--- src/rtl/mem_arb_pkg.sv ---
// Shared types and default widths for the unified memory arbiter.
// Imported by the arbiter top.
package mem_arb_pkg;

   localparam int unsigned DEF_ADDR_W = 32;
   localparam int unsigned DEF_DATA_W = 32;

   typedef enum logic [1:0] {
      IDLE,
      REQ,
      WAIT
   } arbState_t;

endpackage

--- src/rtl/unified_mem_arbiter.sv ---
// Serialises fetch and load/store accesses onto one single-ported memory, buffers the
// results and freezes the pipeline until every access the current cycle needs is complete.
module unified_mem_arbiter
   import mem_arb_pkg::*;
#(
   parameter int unsigned ADDR_W = DEF_ADDR_W,
   parameter int unsigned DATA_W = DEF_DATA_W
) (
   input  logic              clk,
   input  logic              reset,
   input  logic [ADDR_W-1:0] PCF,
   input  logic              FetchReqF,
   input  logic [ADDR_W-1:0] ALUResultM,
   input  logic [DATA_W-1:0] WriteDataM,
   input  logic              MemWriteM,
   input  logic              MemReadM,
   output logic [DATA_W-1:0] InstrF,
   output logic [DATA_W-1:0] ReadDataM,
   output logic              ArbStall,
   output logic              MemReq,
   output logic              MemWe,
   output logic [ADDR_W-1:0] MemAddr,
   output logic [DATA_W-1:0] MemWData,
   input  logic              MemGnt,
   input  logic              MemRValid,
   input  logic [DATA_W-1:0] MemRData
);

   arbState_t state;
   logic      iValid;
   logic      dValid;
   logic      curIsData;
   logic      dataReq;

   assign dataReq  = MemReadM | MemWriteM;
   assign ArbStall = (FetchReqF & ~iValid) | (dataReq & ~dValid);

   always_ff @(posedge clk) begin
      if (reset) begin
         state     <= IDLE;
         iValid    <= 1'b0;
         dValid    <= 1'b0;
         curIsData <= 1'b0;
         MemReq    <= 1'b0;
         MemWe     <= 1'b0;
         MemAddr   <= '0;
         MemWData  <= '0;
         InstrF    <= '0;
         ReadDataM <= '0;
      end else begin
         // Advance cycle: pipeline moves on, so both results are consumed.
         if (!ArbStall) begin
            iValid <= 1'b0;
            dValid <= 1'b0;
         end
         unique case (state)
            IDLE: begin
               // Data first: it belongs to the older instruction.
               if (dataReq && !dValid) begin
                  MemReq    <= 1'b1;
                  MemWe     <= MemWriteM;
                  MemAddr   <= ALUResultM;
                  MemWData  <= WriteDataM;
                  curIsData <= 1'b1;
                  state     <= REQ;
               end else if (FetchReqF && !iValid) begin
                  MemReq    <= 1'b1;
                  MemWe     <= 1'b0;
                  MemAddr   <= PCF;
                  curIsData <= 1'b0;
                  state     <= REQ;
               end
            end
            REQ: begin
               if (MemGnt) begin
                  MemReq <= 1'b0;
                  MemWe  <= 1'b0;
                  if (MemWe) begin
                     dValid <= 1'b1;
                     state  <= IDLE;
                  end else begin
                     state <= WAIT;
                  end
               end
            end
            WAIT: begin
               if (MemRValid) begin
                  if (curIsData) begin
                     ReadDataM <= MemRData;
                     dValid    <= 1'b1;
                  end else begin
                     InstrF <= MemRData;
                     iValid <= 1'b1;
                  end
                  state <= IDLE;
               end
            end
            default: state <= IDLE;
         endcase
      end
   end

   assert property (@(posedge clk) disable iff (reset) !(MemReadM && MemWriteM));

endmodule

--- config.mk ---
export PLATFORM = sky130hd
export DESIGN_NAME = unified_mem_arbiter
export DESIGN_NICKNAME = d
export VERILOG_FILES = /design/src/rtl/mem_arb_pkg.sv /design/src/rtl/unified_mem_arbiter.sv
export SDC_FILE = /design/constraint.sdc
export NUM_CORES = 1
export LEC_CHECK = 0
export ABC_CLOCK_PERIOD_IN_PS = 2050
export CORE_MARGIN = 2
export CORE_UTILIZATION = 39
export CTS_BUF_LIST = sky130_fd_sc_hd__clkbuf_8 sky130_fd_sc_hd__clkbuf_16
export CTS_CLUSTER_SIZE = 25
export DETAILED_ROUTE_END_ITERATION = 10
export HOLD_SLACK_MARGIN = 0.05
export PLACE_DENSITY = 0.79
export SKIP_LAST_GASP = 1
export SLEW_MARGIN = 20
export SYNTH_ARGS = -nofsm -noshare
export SYNTH_HDL_FRONTEND = slang
export SYNTH_SLANG_ARGS = --single-unit
--- constraint.sdc ---
create_clock -name clk -period 2.05 [get_ports clk]
set_clock_uncertainty 0.15 [all_clocks]
set_input_delay 0.41 -clock clk [delete_from_list [all_inputs] [get_ports clk]]
set_output_delay 0.41 -clock clk [all_outputs]
set_load 0.05 [all_outputs]
==> out/results.ini <==
[status]
status=finished clean

[detailed_routing]
drc_errors=0
routed_wl_microns=15910
vias_per_cell=4.800
postRouteAntennaNets=0
wl_per_cell_microns=14.53
dr.pass1.iters=5
met3_length_microns=1377
top_layer_used=met4
met1_length_microns=6264
wl_met2_microns=8025
vias=5256
drt_iter0_markers=301

[critical_path]
path_class=primary input to output pin
cp_cell_sequence=clkdlybuf4s50_1, nor2b_4, nor2_4, inv_1, buf_12
cp.arrival_ns=1.43
cpPeakStageDelay_ns=0.50
crit_path_start_kind=primary input
slowest_stage=clkdlybuf4s50_1
reg2reg_depth=7
required_ns=1.49
end_kind=output pin
worst-path-max-fanout=3

[layout]
final_nets=1048
area_growth_pct=67.32
antennaDiodeCount=0
final_layout_size_suffix_gt1_frac=0.1614
nFillCells=1074
utilization=0.6710
finalNonFillerCells=1095

[power_and_ir_drop]
total_power_uw=9772
powerDensity_nw_per_um2=1149
peakVddDrop_mv=0.6751
leakage_uw=0.003615

[logic_synthesis]
netlist_area_sq_um=5081
yosys_register_bits=135
syn_nets=787
yosysUniqueCellTypes=31
yosysSeqAreaShare=0.5319
synthCells=649
avgSynthCellArea_sq_um=7.829
yosysWarnings=0

[grt]
grt_max_degree=57
overflow=0
first_global_vias=5027
grt_first_pass_wirelength_microns=25200
grtUsageTotal=0.2272
antenna_found_initial=0

[sta]
hold_ws_ns=0.2341
fin_crit_ns=1.986
finalHoldViolCount=0
slew_viol_final=0
setup_tns_ns=0
relSlewSlack=0.6633
tightest_slew_ns=0.5071
final.period_utilization=0.9688
rsz0062_at_grt=false
finalSetupViolations=0
timing.fmax_ghz=0.5035

[floorplanning]
die_h_microns=118.1
rows=41
io_pins=266
die_x_microns=118.1
core_area_sq_um=12670
start_util=0.4010
dieArea_sq_um=13960

[clock_network]
cts_hold_buf=0
clk_pin_slew_ns=0.06
cts_made_buffers=17
cts_root_buffer=clkbuf_16
clock_path_buffers=2
clkLatencyLatePin_ns=0.42
cts_setup_buffers=0
tritoncts=done
h-tree-depth=4
clock-sinks=135

[placed_design]
port_buffers=265
place_inst=1063
gp_congestion=0.7865
hpwlAfterDp_microns=11400

[worst_hold_path]
worstHoldPathCells=2
hold_class=primary input to flop

[run]
drv_cap=0

-- report_power, final --
part / internal [uW] / leakage [uW] / switching (uW)
logic: 1170 / 0.00220 / 2140
registers: 2980 / 0.00110 / 190
clock network: 2160 / 0.000311 / 1130
total: 6310 / 0.00362 / 3460
-- per-stage QoR --
step	area, sq um	setup WS, ns
6_report	8502	0.06397
5_1_grt	8502	0.02016
4_1_cts	8478	-0.08194
3_5_place_dp	7886	-0.1759
3_3_place_gp	7886	-0.07966
2_1_floorplan	5081	0.3335
-- layout make-up --
cell class                 count  area (sq um)  share of cell area
inverter                       6         22.52            0.002649
timing repair buffer         291          2760              0.3247
clock buffer                  21         480.5             0.05651
tap                          172         215.2             0.02531
multi-input combinational    459          2150              0.2528
clock inverter                11         170.2             0.02001
sequential                   135          2704              0.3180
-- timing repair --
action / 4_1_cts / 5_1_grt
setup endpoints to repair: 51 / 1
pin swaps: 0 / 1
gates cloned: 0 / 0
resized for setup: 52 / 7
-- critical path: cells and delay by family --
kind,cells,cell delay [ns]
AND/OR/NAND/NOR,2,0.26
buffers and inverters,3,0.75
-- path summary, 6_finish.rpt --
kind,to,slack (ns),start
setup / recovery,ArbStall,0.06,FetchReqF
hold / removal,curIsData$_SDFFE_PP0P_,0.23,reset
setup reg to reg,MemWData[20]$_SDFFE_PP0P_,0.31,state[0]$_SDFFE_PP0P_
hold reg to reg,MemWData[13]$_SDFFE_PP0P_,0.30,MemWData[13]$_SDFFE_PP0P_
-- cell families after synthesis --
family / Yosys count / share of synthesized area
simple gates: 308 / 0.2325
compound gates: 147 / 0.1751
flops: 135 / 0.5319
buf+inv: 55 / 0.05122
fa+ha+maj: 3 / 0.007388
mux: 1 / 0.001970
-- routing by layer --
layer / vias up / GRT usage
met5: - / 0
met2: 195 / 0.3974
met4: 0 / 0.09262
met3: 17 / 0.08446
li1: 2665 / -
met1: 2379 / 0.2468
-- cells in the final DEF (no fill, tap or decap), drive strengths merged, types with 3 or more instances in the layout --
cell	instances
bufinv	4
clkinvlp	3
dlygate4sd2	50
a311oi	32
inv	6
nor2	37
dfxtp	135
a21oi	102
ha	3
clkinv	4
clkdlybuf4s50	131
nand2	261
o21ai	4
clkbuf	21
buf	108
-- Yosys cell counts, drive strengths merged --
| master | n | area share |
|---|---|---|
| nor2 | 37 | 0.027 |
| nand3 | 1 | 0.00098 |
| o22ai | 1 | 0.0012 |
| mux2i | 1 | 0.0020 |
| nor2b | 2 | 0.0025 |
| nand2b | 2 | 0.0025 |
| a311o | 1 | 0.0020 |
| clkbuf | 34 | 0.025 |
| nand2 | 261 | 0.19 |
| a21oi | 102 | 0.10 |
| o21a | 2 | 0.0044 |
| or2 | 1 | 0.0012 |
| o21ai | 4 | 0.0039 |
| a311oi | 32 | 0.055 |
| dfxtp | 135 | 0.53 |
| buf | 15 | 0.022 |
| o211ai | 1 | 0.0015 |
| inv | 6 | 0.0044 |
| o311ai | 1 | 0.0017 |
| or3 | 1 | 0.0012 |
| and3 | 2 | 0.0025 |
| o21ba | 1 | 0.0020 |
| ha | 3 | 0.0074 |
| nor3b | 1 | 0.0015 |
| a31oi | 1 | 0.0012 |
| o21bai | 1 | 0.0015 |
-- flip-flops by register name, indices dropped and copies added, names as in the netlist --
name,count
InstrF,32
MemAddr,32
MemReq,1
MemWData,32
MemWe,1
ReadDataM,32
curIsData,1
dValid,1
iValid,1
state,2
Note: power is estimated with default switching activity, not from simulation.
